**src/rtl/alu_pkg.sv**
```systemverilog
// Shared types for the ALU front-end: operation encodings, request layout and
// result-stage states.
package alu_pkg;

  localparam int unsigned OPND_W = 2;
  localparam int unsigned RES_W  = 4;

  typedef enum logic [1:0] {
    OP_ADD = 2'b00,
    OP_SUB = 2'b01,
    OP_MUL = 2'b10,
    OP_DIV = 2'b11
  } alu_op_e;

  typedef struct packed {
    logic [OPND_W-1:0] a;
    logic [OPND_W-1:0] b;
    alu_op_e           op;
  } alu_req_t;

  typedef enum logic [1:0] {
    ST_EMPTY  = 2'b00,
    ST_HOLD   = 2'b01,
    ST_STREAM = 2'b10
  } res_state_e;

  // The ALU reports divide-by-zero through its carry flag on a DIV.
  function automatic logic is_div_err(alu_op_e op, logic c);
    return (op == OP_DIV) && c;
  endfunction

endpackage

```
**src/rtl/op_fifo.sv**
```systemverilog
// DEPTH-deep request FIFO with occupancy count and an always-visible head entry.
module op_fifo
  import alu_pkg::*;
#(
  parameter int unsigned DEPTH = 4
) (
  input  logic                     clk,
  input  logic                     rst,
  input  logic                     push_i,
  input  alu_req_t                 data_i,
  input  logic                     pop_i,
  output alu_req_t                 head_o,
  output logic [$clog2(DEPTH):0]   count_o,
  output logic                     full_o,
  output logic                     empty_o
);

  localparam int unsigned PTR_W = $clog2(DEPTH);

  logic [PTR_W-1:0] wr_ptr_q, rd_ptr_q;
  logic [PTR_W:0]   count_q, count_d;
  alu_req_t         mem_q [DEPTH];
  logic             do_push, do_pop;

  assign full_o  = (count_q == (PTR_W+1)'(DEPTH));
  assign empty_o = (count_q == '0);
  assign do_push = push_i && !full_o;
  assign do_pop  = pop_i && !empty_o;
  assign head_o  = mem_q[rd_ptr_q];
  assign count_o = count_q;

  always_comb begin
    count_d = count_q;
    unique case ({do_push, do_pop})
      2'b10:   count_d = count_q + 1'b1;
      2'b01:   count_d = count_q - 1'b1;
      default: count_d = count_q;
    endcase
  end

  // Pointers wrap naturally since DEPTH is a power of two.
  always_ff @(posedge clk or posedge rst) begin
    if (rst) begin
      wr_ptr_q <= '0;
      rd_ptr_q <= '0;
      count_q  <= '0;
    end else begin
      if (do_push) wr_ptr_q <= wr_ptr_q + 1'b1;
      if (do_pop)  rd_ptr_q <= rd_ptr_q + 1'b1;
      count_q <= count_d;
    end
  end

  always_ff @(posedge clk) begin
    if (do_push) mem_q[wr_ptr_q] <= data_i;
  end

endmodule

```
**src/rtl/alu_op_sequencer.sv**
```systemverilog
// Sequential front-end for simple_alu: buffers requests, drives the ALU from the
// FIFO head and registers its result behind a valid/ready output stage.
module alu_op_sequencer
  import alu_pkg::*;
#(
  parameter int unsigned DEPTH = 4,
  parameter int unsigned CNT_W = 8
) (
  input  logic                   clk,
  input  logic                   rst,
  input  logic                   in_valid,
  output logic                   in_ready,
  input  logic [1:0]             in_a,
  input  logic [1:0]             in_b,
  input  logic [1:0]             in_op,
  output logic [1:0]             alu_a,
  output logic [1:0]             alu_b,
  output logic [1:0]             alu_ctrl,
  input  logic [3:0]             alu_y,
  input  logic                   alu_c,
  output logic                   out_valid,
  input  logic                   out_ready,
  output logic [3:0]             out_y,
  output logic                   out_c,
  output logic [1:0]             out_op,
  output logic                   out_err,
  output logic [$clog2(DEPTH):0] fifo_count,
  output logic [CNT_W-1:0]       op_cnt,
  output logic [CNT_W-1:0]       err_cnt
);

  alu_req_t   req, head;
  logic       fifo_full, fifo_empty, push, pop, out_hs;
  res_state_e state_q, state_d;
  logic [3:0] y_q;
  logic       c_q;
  alu_op_e    op_q;
  logic [CNT_W-1:0] op_cnt_q, err_cnt_q;

  assign req      = '{a: in_a, b: in_b, op: alu_op_e'(in_op)};
  assign in_ready = !fifo_full;
  assign push     = in_valid && in_ready;

  op_fifo #(.DEPTH(DEPTH)) u_fifo (
    .clk     (clk),
    .rst     (rst),
    .push_i  (push),
    .data_i  (req),
    .pop_i   (pop),
    .head_o  (head),
    .count_o (fifo_count),
    .full_o  (fifo_full),
    .empty_o (fifo_empty)
  );

  assign alu_a    = fifo_empty ? '0 : head.a;
  assign alu_b    = fifo_empty ? '0 : head.b;
  assign alu_ctrl = fifo_empty ? '0 : head.op;

  assign out_valid = (state_q != ST_EMPTY);
  assign out_hs    = out_valid && out_ready;
  assign pop       = !fifo_empty && (!out_valid || out_ready);

  // STREAM marks a result loaded in the same cycle the previous one was taken.
  always_comb begin
    state_d = state_q;
    unique case (state_q)
      ST_EMPTY:          if (pop) state_d = ST_HOLD;
      ST_HOLD, ST_STREAM: begin
        if (out_ready) state_d = pop ? ST_STREAM : ST_EMPTY;
        else           state_d = ST_HOLD;
      end
      default:           state_d = ST_EMPTY;
    endcase
  end

  always_ff @(posedge clk or posedge rst) begin
    if (rst) begin
      state_q   <= ST_EMPTY;
      y_q       <= '0;
      c_q       <= 1'b0;
      op_q      <= OP_ADD;
      op_cnt_q  <= '0;
      err_cnt_q <= '0;
    end else begin
      state_q <= state_d;
      if (pop) begin
        y_q  <= alu_y;
        c_q  <= alu_c;
        op_q <= head.op;
      end
      if (out_hs) begin
        if (op_cnt_q != '1)             op_cnt_q  <= op_cnt_q + 1'b1;
        if (out_err && err_cnt_q != '1) err_cnt_q <= err_cnt_q + 1'b1;
      end
    end
  end

  assign out_y   = y_q;
  assign out_c   = c_q;
  assign out_op  = op_q;
  assign out_err = is_div_err(op_q, c_q);
  assign op_cnt  = op_cnt_q;
  assign err_cnt = err_cnt_q;

endmodule

```
**config.mk**
```make
export PLATFORM = sky130hd
export DESIGN_NAME = alu_op_sequencer
export DESIGN_NICKNAME = d
export VERILOG_FILES = /design/src/rtl/alu_pkg.sv /design/src/rtl/op_fifo.sv /design/src/rtl/alu_op_sequencer.sv
export SDC_FILE = /design/constraint.sdc
export NUM_CORES = 1
export LEC_CHECK = 0
export CELL_PAD_IN_SITES_DETAIL_PLACEMENT = 0
export CELL_PAD_IN_SITES_GLOBAL_PLACEMENT = 2
export CORE_MARGIN = 1
export CORE_UTILIZATION = 37
export CTS_CLUSTER_DIAMETER = 120
export DETAILED_ROUTE_END_ITERATION = 10
export GPL_TIMING_DRIVEN = 0
export PLACE_DENSITY_LB_ADDON = 0.1
export SLEW_MARGIN = 20
export SYNTH_ARGS = -nofsm -noshare
export SYNTH_HDL_FRONTEND = slang
export SYNTH_SLANG_ARGS = --single-unit
```
**constraint.sdc**
```tcl
create_clock -name clk -period 6 [get_ports clk]
set_clock_uncertainty 0.05 [all_clocks]
set_input_delay 1.8 -clock clk [delete_from_list [all_inputs] [get_ports clk]]
set_output_delay 1.8 -clock clk [all_outputs]
set_load 0.02 [all_outputs]
```
==> load_flow_metrics.sql <==
INSERT INTO impl_metrics (metric_group, metric, value, unit) VALUES
('outcome', 'outcome', 'finished with violations', ''),
('outcome', 'violated_checks', 'DRC', ''),
('clocking', 'post_cts_buffers', '0', ''),
('floorplan', 'dieWidth', '84.8', 'microns'),
('clocking', 'cts-buffers-inserted', '5', ''),
('clocking', 'post_cts_sizing_count', '0', ''),
('synthesis', 'ys.warnings.count', '0', ''),
('power_and_ir_drop', 'p_leak', '1.34', 'nW'),
('clocking', 'cts-root-to-sink-buffers', '2', ''),
('detailed_routing', 'routed_wire_length_per_instance', '14.0', 'microns'),
('clocking', 'clk_root_buffer_cell', 'clkbuf_8', ''),
('worst_setup_path', 'timing.critical_path.from_type', 'flip-flop', ''),
('clocking', 'hold_buffers', '0', ''),
('sta', 'achievable-frequency', '251', 'MHz'),
('synthesis', 'synthDistinctLibCells', '37', ''),
('synthesis', 'synth.yosys.seq_area_share', '0.600', ''),
('global_route', 'gr-total-overflow', '0', ''),
('detailed_routing', 'via_per_inst', '4.82', ''),
('worst_setup_path', 'worst-setup-path-type', 'flip-flop to primary output', ''),
('sta', 'hold_viol', '0', ''),
('detailed_routing', 'route.final.wire_length', '4.65', 'mm'),
('finish', 'nets', '279', ''),
('sta', 'final-max-slew-violation-count', '0', ''),
('clocking', 'clk_pin_slew_worst_paths', '0.11', 'ns'),
('global_route', 'grt_first_pass_wirelength', '7.76', 'mm'),
('synthesis', 'postSynthAreaPerCell', '12.8', 'sq um'),
('clocking', 'cts.sinks', '56', ''),
('worst_setup_path', 'arrival', '2.13', 'ns'),
('detailed_routing', 'number_of_routed_nets_with_antenna_violations', '0', ''),
('floorplan', 'boundaryPins', '50', ''),
('floorplan', 'dieHeight', '84.8', 'microns'),
('floorplan', 'rows', '29', ''),
('detailed_routing', 'route.detailed.drc', '5', ''),
('sta', 'timing.slew.headroom', '0.543', ''),
('finish', 'diodes', '0', ''),
('place', 'port_buffers', '49', ''),
('global_route', 'grt_use_total', '0.140', ''),
('global_route', 'grt_start_max_net_pins', '33', ''),
('sta', 'timing.final.crit_period', '3.98', 'ns'),
('detailed_routing', 'drt_pre_antenna_iters', '7', ''),
('run', 'drv_cap', '0', ''),
('floorplan', 'initial_core_util', '0.390', ''),
('sta', 'grt_setup_unrepaired', 'no', ''),
('place', 'hpwlAfterDp', '3.34', 'mm'),
('min_path', 'timing.hold.worst.class', 'flip-flop to flip-flop', ''),
('finish', 'mostFrequentLayoutCells', '49 x clkdlybuf4s50_1, 32 x dfrtp_1, 26 x nand2_1, 24 x edfxtp_1, 11 x inv_1', ''),
('finish', 'flow.area_growth_from_synthesis', '26.9', '%'),
('synthesis', 'dominantRegCellSynth', 'dfrtp_1', ''),
('sta', 'finalSetupViolCount', '0', ''),
('sta', 'min_period_over_period', '0.664', ''),
('synthesis', 'synth_enable_flop_cells', '24', ''),
('global_route', 'grt_pass1_vias', '1627', ''),
('finish', 'fraction_of_final_layout_cells_with_drive_strength_greater_than_1', '0.125', ''),
('sta', 'fin_setup_tns', '0', 'ns'),
('floorplan', 'dieArea', '7180', 'sq um'),
('synthesis', 'mappedNetlistArea', '2530', 'sq um'),
('synthesis', 'synth_register_bits', '56', ''),
('power_and_ir_drop', 'power_density', '509', 'nW/um^2'),
('clocking', 'cts_tree', 'built', ''),
('synthesis', 'syn-instance-count', '198', ''),
('finish', 'layout.cells.most_common', 'clkdlybuf4s50_1', ''),
('clocking', 'insertion_delay', '0.32', 'ns'),
('floorplan', 'coreArea', '6490', 'sq um'),
('detailed_routing', 'detailroute.via_count', '1599', ''),
('global_route', 'antenna_found_initial', '0', ''),
('synthesis', 'syn-num-nets', '223', ''),
('clocking', 'clock_tree.htree_level_count', '2', ''),
('worst_setup_path', 'timing.critical_path.fanout_max', '8', ''),
('synthesis', 'asyncSetResetFlopFracSynth', '0.571', ''),
('power_and_ir_drop', 'vdd_ir_drop_max', '195', 'uV'),
('worst_setup_path', 'worstPathRequired', '4.15', 'ns'),
('worst_setup_path', 'regToRegSetupSlack', '3.54', 'ns'),
('sta', 'tightestPinTransition', '0.685', 'ns'),
('detailed_routing', 'number_of_design_rule_violations_left_by_the_first_detailed_router_iteration', '60', ''),
('worst_setup_path', 'setup.worst_path.end_class', 'primary output', ''),
('finish', 'final_core_utilization', '0.495', ''),
('place', 'gp_congestion', '0.685', '');
sequential cells by signal, indices dropped and copies added (netlist names):
signal,flops
out_op,2
u_fifo.rd_ptr_q,2
out_y,4
err_cnt,8
u_fifo.wr_ptr_q,2
state_q,2
op_cnt,8
u_fifo.mem_q,24
out_c,1
u_fifo.count_o,3
cell families after synthesis:
| kind of cell | count (synthesis) | synth area share |
|---|---|---|
| buf+inv | 17 | 0.0277 |
| simple gates | 75 | 0.160 |
| mux | 12 | 0.0805 |
| compound gates | 16 | 0.0370 |
| fa+ha+maj | 10 | 0.0523 |
| flops | 56 | 0.600 |
| xor+xnor | 12 | 0.0415 |
synthesized netlist by cell type, types with 3 or more instances:
library cell | instances | area [sq um]
ha_1 | 9 | 113
mux2_2 | 3 | 33.8
nor2_1 | 9 | 33.8
xnor2_1 | 7 | 61.3
mux4_2 | 6 | 135
and3_1 | 5 | 31.3
nor3_1 | 3 | 15.0
nand3_1 | 8 | 40.0
nor2b_1 | 9 | 56.3
nand2_1 | 26 | 97.6
edfxtp_1 | 24 | 721
a31oi_1 | 4 | 25.0
a21oi_1 | 8 | 40.0
xor2_1 | 5 | 43.8
dfrtp_1 | 32 | 801
inv_1 | 12 | 45.0
buf_2 | 3 | 15.0
layout make-up:
class,count,area [sq um]
multi-input combinational,125,942
clock inverter,3,25.0
tap,77,96.3
timing repair buffer,49,490
sequential,56,1520
buffer,4,18.8
inverter,13,51.3
clock buffer,5,68.8
fill,593,3280
metal layers:
| metal | vias to the layer above | part of all wire | track usage |
|---|---|---|---|
| met4 | 0 | 0.011 | 0.0462 |
| li1 | 802 | - | - |
| met2 | 29 | 0.50 | 0.237 |
| met1 | 763 | 0.45 | 0.177 |
| met3 | 5 | 0.038 | 0.0344 |
| met5 | - | 0 | 0 |
final timing paths:
| check | start | to | cells past startpoint |
|---|---|---|---|
| worst max-delay path | u_fifo.rd_ptr_q[0]$_DFFE_PP0P_ | alu_ctrl[0] | 4 |
| worst min-delay path | out_y[0]$_DFFE_PP0P_ | out_y[0]$_DFFE_PP0P_ | 2 |
| worst max register to register | state_q[0]$_DFFE_PP0P_ | u_fifo.count_o[2]$_DFFE_PP0P_ | 12 |
| worst min register to register | out_y[0]$_DFFE_PP0P_ | out_y[0]$_DFFE_PP0P_ | 2 |
| max in group asynchronous | rst | state_q[1]$_DFFE_PP0P_ | 2 |
| min in group asynchronous | rst | err_cnt[0]$_DFFE_PP0P_ | 2 |
critical path: stages, from the launching register on:
cell and delay [ns]:
dfrtp_1 0.33, buf_2 0.25, mux4_2 0.54, nor2b_1 0.14, clkdlybuf4s50_1 0.55
stage by stage:
step                      setup WS, ns  cells  power [mW]  instance area, sq um  hold slack (ns)
after floorplan                   2.62    198        1.11                  2530            0.446
after global placement            1.78    324        1.44                  3120            0.411
final                             2.02    332        1.64                  3210            0.448
after CTS                         1.97    332        1.67                  3210            0.450
after global routing              1.91    332        1.75                  3210            0.465
after detailed placement          1.82    324        1.44                  3120            0.424
power by group:
part	internal, mW	total (mW)	switching (mW)
sequential	0.529	0.618	0.0896
combinational	0.388	0.798	0.410
clock	0.0855	0.219	0.134
total	1.00	1.64	0.634
(Power assumes the default switching activity.)
